**config.mk**
```make
export PLATFORM = sky130hd
export DESIGN_NAME = dip_scan_controller
export DESIGN_NICKNAME = d
export VERILOG_FILES = /design/src/rtl/dip_scan_controller.sv
export SDC_FILE = /design/constraint.sdc
export NUM_CORES = 1
export LEC_CHECK = 0
export CORE_ASPECT_RATIO = 1.75
export CORE_MARGIN = 5
export CORE_UTILIZATION = 45
export DETAILED_ROUTE_END_ITERATION = 7
export HOLD_SLACK_MARGIN = 0.05
export PLACE_DENSITY = 0.78
export SKIP_CTS_REPAIR_TIMING = 1
export SLEW_MARGIN = 20
export SYNTH_ARGS = -nofsm -noshare
export SYNTH_HDL_FRONTEND = slang
export SYNTH_SLANG_ARGS = --single-unit
```
**constraint.sdc**
```tcl
create_clock -name i_CLK -period 2.1 [get_ports i_CLK]
set_input_delay 0.21 -clock i_CLK [delete_from_list [all_inputs] [get_ports i_CLK]]
set_output_delay 0.21 -clock i_CLK [all_outputs]
set_load 0.02 [all_outputs]
```
**src/rtl/dip_scan_controller.sv**
```systemverilog
// Periodic scanner for a 74HC165-style DIP switch chain.
// Debounces successive scans and publishes changes with a valid/ack handshake.
module dip_scan_controller #(
    parameter int WIDTH        = 16,
    parameter int CLK_DIV      = 4,
    parameter int SCAN_GAP     = 1000,
    parameter int STABLE_COUNT = 3
) (
    input  logic             i_CLK,
    input  logic             i_RESET,
    input  logic             i_Enable,
    input  logic             i_Data,
    input  logic             i_Ack,
    output logic             o_DIP_CLK,
    output logic             o_DIPLatch,
    output logic [WIDTH-1:0] o_DIP16,
    output logic             o_Changed,
    output logic             o_Busy
);

    localparam int CMAX = (2 * CLK_DIV > SCAN_GAP) ? 2 * CLK_DIV : SCAN_GAP;
    localparam int CW   = $clog2(CMAX + 1);
    localparam int KW   = (WIDTH > 1) ? $clog2(WIDTH) : 1;
    localparam int SW   = $clog2(STABLE_COUNT + 1);

    localparam logic [CW-1:0] H_LAST = CW'(CLK_DIV - 1);
    localparam logic [CW-1:0] L_LAST = CW'(2 * CLK_DIV - 1);
    localparam logic [CW-1:0] G_LAST = CW'(SCAN_GAP - 1);
    localparam logic [KW-1:0] K_LAST = KW'(WIDTH - 1);
    localparam logic [SW-1:0] S_MAX  = SW'(STABLE_COUNT);

    typedef enum logic [2:0] {
        S_IDLE,
        S_LOAD,
        S_SHIFT_LO,
        S_SHIFT_HI,
        S_COMPARE,
        S_GAP
    } state_t;

    state_t           state_q, state_d;
    logic [CW-1:0]    cnt_q, cnt_d;
    logic [KW-1:0]    k_q, k_d;
    logic [WIDTH-1:0] shift_q, shift_d;
    logic [WIDTH-1:0] prev_q, prev_d;
    logic [SW-1:0]    stable_q, stable_d;
    logic [WIDTH-1:0] dip16_q, dip16_d;
    logic             changed_q, changed_d;
    logic             dip_clk_q, dip_clk_d;
    logic             latch_q, latch_d;
    logic             busy_q, busy_d;

    logic [KW-1:0]    idx;
    logic [SW-1:0]    stab_new;
    logic             publish;

    assign idx = K_LAST - k_q;

    always_comb begin
        state_d  = state_q;
        cnt_d    = cnt_q;
        k_d      = k_q;
        shift_d  = shift_q;
        prev_d   = prev_q;
        stable_d = stable_q;
        stab_new = '0;
        publish  = 1'b0;
        unique case (state_q)
            S_IDLE: begin
                if (i_Enable) begin
                    state_d = S_LOAD;
                    cnt_d   = '0;
                end
            end
            S_LOAD: begin
                if (cnt_q == L_LAST) begin
                    state_d = S_SHIFT_LO;
                    cnt_d   = '0;
                    k_d     = '0;
                end else begin
                    cnt_d = cnt_q + 1'b1;
                end
            end
            S_SHIFT_LO: begin
                if (cnt_q == H_LAST) begin
                    shift_d[idx] = i_Data;
                    state_d      = S_SHIFT_HI;
                    cnt_d        = '0;
                end else begin
                    cnt_d = cnt_q + 1'b1;
                end
            end
            S_SHIFT_HI: begin
                if (cnt_q == H_LAST) begin
                    cnt_d = '0;
                    if (k_q == K_LAST) begin
                        state_d = S_COMPARE;
                    end else begin
                        k_d     = k_q + 1'b1;
                        state_d = S_SHIFT_LO;
                    end
                end else begin
                    cnt_d = cnt_q + 1'b1;
                end
            end
            S_COMPARE: begin
                if (stable_q == '0 || shift_q != prev_q) begin
                    prev_d   = shift_q;
                    stab_new = SW'(1);
                end else if (stable_q == S_MAX) begin
                    stab_new = stable_q;
                end else begin
                    stab_new = stable_q + 1'b1;
                end
                stable_d = stab_new;
                publish  = (stab_new == S_MAX) && (shift_q != dip16_q);
                state_d  = S_GAP;
                cnt_d    = '0;
            end
            S_GAP: begin
                if (cnt_q == G_LAST) begin
                    cnt_d   = '0;
                    state_d = i_Enable ? S_LOAD : S_IDLE;
                end else begin
                    cnt_d = cnt_q + 1'b1;
                end
            end
            default: state_d = S_IDLE;
        endcase

        // A publish in the same cycle as an ack wins, so the new value is never lost
        changed_d = publish | (changed_q & ~i_Ack);
        dip16_d   = publish ? shift_q : dip16_q;
        dip_clk_d = (state_d == S_SHIFT_HI);
        latch_d   = (state_d != S_LOAD);
        busy_d    = (state_d == S_LOAD) || (state_d == S_SHIFT_LO) ||
                    (state_d == S_SHIFT_HI) || (state_d == S_COMPARE);
    end

    always_ff @(posedge i_CLK) begin
        if (i_RESET) begin
            state_q   <= S_IDLE;
            cnt_q     <= '0;
            k_q       <= '0;
            shift_q   <= '0;
            prev_q    <= '0;
            stable_q  <= '0;
            dip16_q   <= '0;
            changed_q <= 1'b0;
            dip_clk_q <= 1'b0;
            latch_q   <= 1'b1;
            busy_q    <= 1'b0;
        end else begin
            state_q   <= state_d;
            cnt_q     <= cnt_d;
            k_q       <= k_d;
            shift_q   <= shift_d;
            prev_q    <= prev_d;
            stable_q  <= stable_d;
            dip16_q   <= dip16_d;
            changed_q <= changed_d;
            dip_clk_q <= dip_clk_d;
            latch_q   <= latch_d;
            busy_q    <= busy_d;
        end
    end

    assign o_DIP_CLK  = dip_clk_q;
    assign o_DIPLatch = latch_q;
    assign o_DIP16    = dip16_q;
    assign o_Changed  = changed_q;
    assign o_Busy     = busy_q;

endmodule

```
==> results.cfg, run 1 <==
[outcome]
status = finished, final reports clean

[global_route]
grt_pass1_vias = 3063
grt_pass1_wl_mm = 13.74
grt_overflow = 0
grt_usage_pct = 17.25
antenna_found_initial = 0
grt_max_degree = 80

[cts]
clock_path_buffers = 2
ctsHtreeMaxLevel = 3
numCtsBuffers = 9
root_buffer = clkbuf_16
clkTransAtPathRegs_ns = 0.05
worstSkewPairLatency_ns = 0.33
cts_tree = done
cts.sinks = 71

[layout]
utilization_pct = 55.90
area_growth_pct = 23.40
antennaDiodeCount = 0
final_nets = 460
fin_area_mm2 = 0.004586
drive_gt1_share_pct = 15.38

[worst_setup_path]
worstPathRequired_ns = 2.33
cp-start-kind = flip-flop
crit_type = flip-flop to flip-flop
end_kind = flip-flop
crit_arrival_ns = 2.26
cp_max_fo = 12

[timing]
worstMarginPinSlew_ns = 0.6645
slew_violations = 0
clock_skew_ns = 0.007330
min_period_over_period_pct = 96.95
holdWs_ns = 0.2667
timing.slew.headroom_pct = 55.56
hold_violations = 0
setup_viol = 0
fmax_ghz = 0.4912
fin_crit_ns = 2.036

[floorplanning]
initial_utilization_pct = 45.30
dieHeight_um = 130.2
dieWidth_um = 78.70
num_rows = 44
pin_count = 25
core_mm2 = 0.008203
dieArea_mm2 = 0.01025

[yosys]
synth_top_area_cell = dfxtp_1
async_reset_ff_share_pct = 0
syn_avg_cell_area_um2 = 9.130
yosysTopAreaCellShare_pct = 38.25
netlist_instances = 407
syn_nets = 417
ys_ff_latch = 71
synth_area_leaders = dfxtp_1 (38%), mux2i_1 (13%), nand2b_1 (9.3%), xnor2_1 (4.7%), xor2_1 (3.8%)
yosys_warnings = 0
synth_area_mm2 = 0.003716
yosysMostFrequentCell = dfxtp_1
synth-edff-count = 0
ys.flop_type = dfxtp_1
synth_common_cells = dfxtp_1 (71), nand2b_1 (55), mux2i_1 (47)
ys_types = 48
synth_seq_area_share_pct = 38.25

[power_and_ir_drop]
peakVddDrop_mv = 0.3963
power.density_mw_per_mm2 = 666.8
power_mw = 3.058
leakage_nw = 1.884

[place]
place_congestion = 0.8699
place_area_mm2 = 0.004197
hpwl_mm = 6.291
io_buffers = 24

[detailed_routing]
drc_errors = 0
drtIter0Drc = 150
antenna_left = 0
route.vias.total = 3059
wl_per_cell_um = 15.40
finalWirelength_mm = 8.426
drt-vias-per-instance = 5.592
first_pass_iters = 4

[flow_run]
cap_violations = 0

[worst_hold_path]
worst_hold_path_type = input port to flip-flop
## power by group
group	internal [mW]	switching (mW)
Clock	1.01	0.531
Combinational	0.0643	0.0781
Sequential	1.36	0.0141
Total	2.43	0.623
## metrics by stage
| step | std cells | TNS [ns] | setup slack (ns) |
|---|---|---|---|
| 2_1_floorplan | 407 | 0 | 0.03704 |
| 3_3_place_gp | 530 | -0.6968 | -0.1909 |
| 3_5_place_dp | 530 | -1.263 | -0.2649 |
| 4_1_cts | 546 | -1.470 | -0.2829 |
| 5_1_grt | 547 | -0.03220 | -0.02728 |
| 6_report | 547 | 0 | 0.06412 |
## kinds of logic after synthesis
logic type	after synthesis	share of synthesized area [%]
flops	71	38.25
xor+xnor	36	8.485
simple gates	177	27.54
fa+ha+maj	5	1.684
buf+inv	29	3.805
compound gates	42	7.576
mux	47	12.66
## worst max-delay path, cell delays in order (launching register included)
cell       delay, ns
dfxtp_1         0.52
or3b_2          0.50
a211oi_2        0.36
a2111oi_4       0.16
buf_4           0.19
a22o_1          0.19
## cells in the final DEF, fill, tap and decap left out, types with 6 or more instances in the layout
cell type / instances
dfxtp_1: 69
nand2b_1: 55
mux2i_1: 47
nor2_1: 35
buf_4: 29
clkdlybuf4s50_1: 23
xnor2_1: 20
nand3_1: 18
xor2_1: 16
nand2_1: 14
a21oi_1: 12
nand4_1: 11
nor2b_1: 10
clkbuf_16: 9
inv_1: 7
o21ai_0: 6
## layout make-up
| cell class | count | area [um^2] |
|---|---|---|
| clock inverter | 3 | 40.04 |
| sequential | 71 | 1424 |
| inverter | 7 | 26.28 |
| timing repair buffer | 54 | 473.0 |
| fill | 714 | 3617 |
| clock buffer | 13 | 270.3 |
| multi-input combinational | 307 | 2237 |
| tap | 92 | 115.1 |
## path summary, 6_finish.rpt
kind	from	endpoint	slack (ns)	cells past startpoint
max reg2reg	cnt_q[2]	cnt_q[9]	0.06	5
max	cnt_q[2]	cnt_q[9]	0.06	5
min	i_RESET	cnt_q[4]	0.27	4
min reg2reg	o_Changed	o_Changed	0.48	2
## registers in the layout (all words and copies together) (netlist names), 2 cells and up
signal	flops
o_DIP16	16
prev_q	16
shift_q	16
cnt_q	10
k_q	4
state_q	3
stable_q	2
## metal layers
metal	part of all wire, %	global-route usage (%)	up-vias
met2	57	33.45	67
li1	-	-	1502
met5	0	0	-
met3	3.4	4.213	24
met4	4.1	11.33	0
met1	36	15.42	1466
Note: power is estimated with default switching activity, not from simulation.
==> inputs of run 2 (changes only) <==
==> constraint.sdc (replaced) <==
create_clock -name i_CLK -period 2.1 [get_ports i_CLK]
set_input_delay 0.21 -clock i_CLK [delete_from_list [all_inputs] [get_ports i_CLK]]
set_output_delay 0.21 -clock i_CLK [all_outputs]
set_load 0.005 [all_outputs]
==> results of run 2 <==
The final DEF is identical to that of run 1. Status: finished, final reports clean.
Among the figures that moved: total power 3.058 mW -> 3.053 mW
==> edit 1, RTL diff (settings of run 1) <==
The 6 states of `state_t` get a one-hot encoding in 6 bits.
--- a/src/rtl/dip_scan_controller.sv
+++ b/src/rtl/dip_scan_controller.sv
@@ -31,9 +31,9 @@
 
-    typedef enum logic [2:0] {
-        S_IDLE,
-        S_LOAD,
-        S_SHIFT_LO,
-        S_SHIFT_HI,
-        S_COMPARE,
-        S_GAP
+    typedef enum logic [5:0] {
+        S_IDLE     = 6'b000001,
+        S_LOAD     = 6'b000010,
+        S_SHIFT_LO = 6'b000100,
+        S_SHIFT_HI = 6'b001000,
+        S_COMPARE  = 6'b010000,
+        S_GAP      = 6'b100000
     } state_t;
Check against the original RTL: no difference found for any inputs over 10 cycles, from zero or initial values and one cycle with i_RESET high; not proved beyond that.
==> edit 1 against run 1 <==
Power grew 10%; worst setup slack gained 0.0025 ns; via count is essentially flat; sequential power grew 4%; final area shrank 1.6%; routed wire length grew 7.8%; synthesized area shrank 2.3%; global-route usage grew 0.69 points; clock power grew 13%; sequential cell count grew 3; worst hold slack lost 0.065 ns; combinational power grew 35%; critical endpoint is now cnt_q[6].
==> edit 1: results (changes against run 1) <==
set qor(outcome) {finished, final reports clean} ;# unchanged
set qor(synth_common_cells) {dfxtp_1 (74), nor2_1 (58), mux2i_1 (31)} ;# was dfxtp_1 (71), nand2b_1 (55), mux2i_1 (47)
set qor(worst-path-max-fanout) 6 ;# was 12
set qor(seq_share_pct) 32.9 ;# was 31.1%
set qor(worst_pin_slew_ns) 0.587 ;# was 0.665 ns
set qor(peakVddDrop_v) 0.000630 ;# was 0.000396 V
set qor(final_net_count) 455 ;# was 460
set qor(fmax_mhz) 492 ;# was 491 MHz
set qor(nClkBuffers) 10 ;# was 13
set qor(chipWidth_um) 77.9 ;# was 78.7 um
set qor(num-multi-input-gates) 309 ;# was 307
set qor(flops_and_latches) 74 ;# was 71
set qor(met2_wirelength_um) 5250 ;# was 4780 um
set qor(nFillCells) 685 ;# was 714
set qor(layout-drive-gt1-share_pct) 16.7 ;# was 15.4%
set qor(clock_area_share_pct) 7.57 ;# was 6.77%
set qor(timing.clock.skew_ns) 0.00748 ;# was 0.00733 ns
set qor(leakage_uw) 0.00193 ;# was 0.00188 uW
set qor(wl_um) 9090 ;# was 8430 um
set qor(globalplace.congestion) 0.908 ;# was 0.870
set qor(grt_use_total_pct) 17.9 ;# was 17.3%
set qor(num-nonclk-inverters) 5 ;# was 7
set qor(gr-usage-met3_pct) 3.99 ;# was 4.21%
set qor(dp_slack_ns) 0.0300 ;# was -0.265 ns
set qor(first_global_vias) 3090 ;# was 3063
set qor(numPlacedInstances) 522 ;# was 530
-- edit 1: changes by cell type in the layout (fill, tap and decap cells not counted), moves of 13 or more --
cell	delta
a21oi_1	+13
nor2_1	+22
nand2_1	+15
mux2i_1	-16
nand2b_1	-51
a21bo_2	+16
-- edit 1: cells by family (layout without fill, tap and decap cells) --
logic type               after synthesis  in the layout  synth area share (%)
AO/OA/AOI/OAI                         63             63                  13.0
XOR/XNOR                              42             42                  10.1
buffers and inverters                 25             66                  2.72
multiplexers                          32             32                  8.96
adder cells (fa/ha/maj)                5              5                  1.72
AND/OR/NAND/NOR                      167            167                  22.7
flip-flops                            74             74                  40.8
-- edit 1: power breakdown --
group | total, uW | switching, uW | internal (uW)
Sequential | 1430 | 11.9 | 1420
Clock | 1740 | 561 | 1180
Combinational | 192 | 115 | 77.4
-- edit 1: worst max-delay path, stage by stage (launching register included) --
cell	delay, ns
dfxtp_1	0.38
nor4b_4	0.38
a221oi_2	0.11
o41a_4	0.54
nor4b_4	0.31
xnor2_1	0.15
nor2_1	0.05
==> edit 2, RTL diff (config.mk and constraints of run 1) <==
Without the edit above. Change the parameter `STABLE_COUNT` from 3 to 2.
--- a/src/rtl/dip_scan_controller.sv
+++ b/src/rtl/dip_scan_controller.sv
@@ -6,3 +6,3 @@
     parameter int SCAN_GAP     = 1000,
-    parameter int STABLE_COUNT = 3
+    parameter int STABLE_COUNT = 2
 ) (
Function: no difference found for any inputs over 10 cycles, from zero or initial values and one cycle with i_RESET high; that may be too few to reach the edited logic, so the function may still have changed.
==> edit 2 against run 1 <==
Final area is 8.8% lower; synthesized area is 5.6% lower; first-iteration DRC count is 52% higher; worst setup slack better by 0.075 ns; routed wire length is 7.7% lower; sequential cell count stayed put; non-clock buffer count is 17 lower; power is 2.3% lower; highest routed layer unchanged.
==> edit 2: results (changes against run 1) <==
set qor(outcome) {finished, final reports clean} ;# unchanged
set qor(dp_slack_ns) 0.0730 ;# was -0.265 ns
set qor(drt-met1-wl_um) 2830 ;# was 3010 um
set qor(synth.lib_cells_used.distinct) 43 ;# was 48
set qor(multiplexer_share_of_the_synthesized_area_pct) 9.13 ;# was 12.7%
set qor(seq_area_frac_synth_pct) 40.5 ;# was 38.2%
set qor(layout-drive-gt1-share_pct) 9.44 ;# was 15.4%
set qor(holdPathStages) 2 ;# was 4
set qor(grt_use_total_pct) 16.5 ;# was 17.3%
set qor(timing.clock.skew_ns) 0.00478 ;# was 0.00733 ns
set qor(arrival_time_reported_for_the_critical_path_endpoint_ns) 2.21 ;# was 2.26 ns
set qor(summed_instance_area_of_the_synthesized_netlist_sq_um) 3510 ;# was 3720 sq um
set qor(reg2reg_depth) 7 ;# was 5
set qor(timing.hold.worst.start) {o_Changed} ;# was i_RESET
set qor(grt_first_pass_wirelength_um) 13000 ;# was 13700 um
set qor(grt_start_max_net_pins) 53 ;# was 80
set qor(globalplace.congestion) 0.877 ;# was 0.870
set qor(met2_wirelength_um) 4490 ;# was 4780 um
set qor(vias_per_cell) 5.45 ;# was 5.59
set qor(timing.max_slew.rel_slack_pct) 71.6 ;# was 55.6%
set qor(first_global_vias) 2819 ;# was 3063
set qor(routed_wl_per_cell_um) 15.5 ;# was 15.4 um
set qor(final_net_count) 420 ;# was 460
set qor(drt_iter0_drc) 228 ;# was 150
set qor(powerDensity_nw_per_um2) 714 ;# was 667 nW/um^2
set qor(hold-path-endpoint) {o_Changed} ;# was cnt_q[4]
set qor(dr_wl_met3_um) 265 ;# was 288 um
edit 2: cell type report:
type                       instances  area (sq um)  area share, %
clock buffer                      12           256           6.13
clock inverter                     3          42.5           1.02
inverter                           7          26.3          0.628
multi-input combinational        283          1960           46.9
sequential                        71          1420           34.0
tap                               88           110           2.63
timing repair buffer              37           363           8.67
edit 2: metal layers:
layer / track usage (%) / up-vias
met3: 4.82 / 16
li1: - / 1365
met2: 31.6 / 57
met5: 0 / -
met1: 15.8 / 1294
met4: 7.52 / 0
edit 2: critical path, stage by stage (launching register included):
cell and delay (ns):
dfxtp_1 0.38, xnor2_1 0.13, o221ai_1 0.15, or4_1 0.56, o21ai_1 0.28, buf_12 0.21, nand3b_1 0.08, o21ai_0 0.08
edit 2: stage by stage:
stage | power, uW | area [sq um] | cells
2_1_floorplan | 1460 | 3510 | 381
4_1_cts | 3020 | 4150 | 499
5_1_grt | 3090 | 4180 | 501
3_3_place_gp | 1500 | 3850 | 484
3_5_place_dp | 1500 | 3850 | 484
6_report | 2990 | 4180 | 501
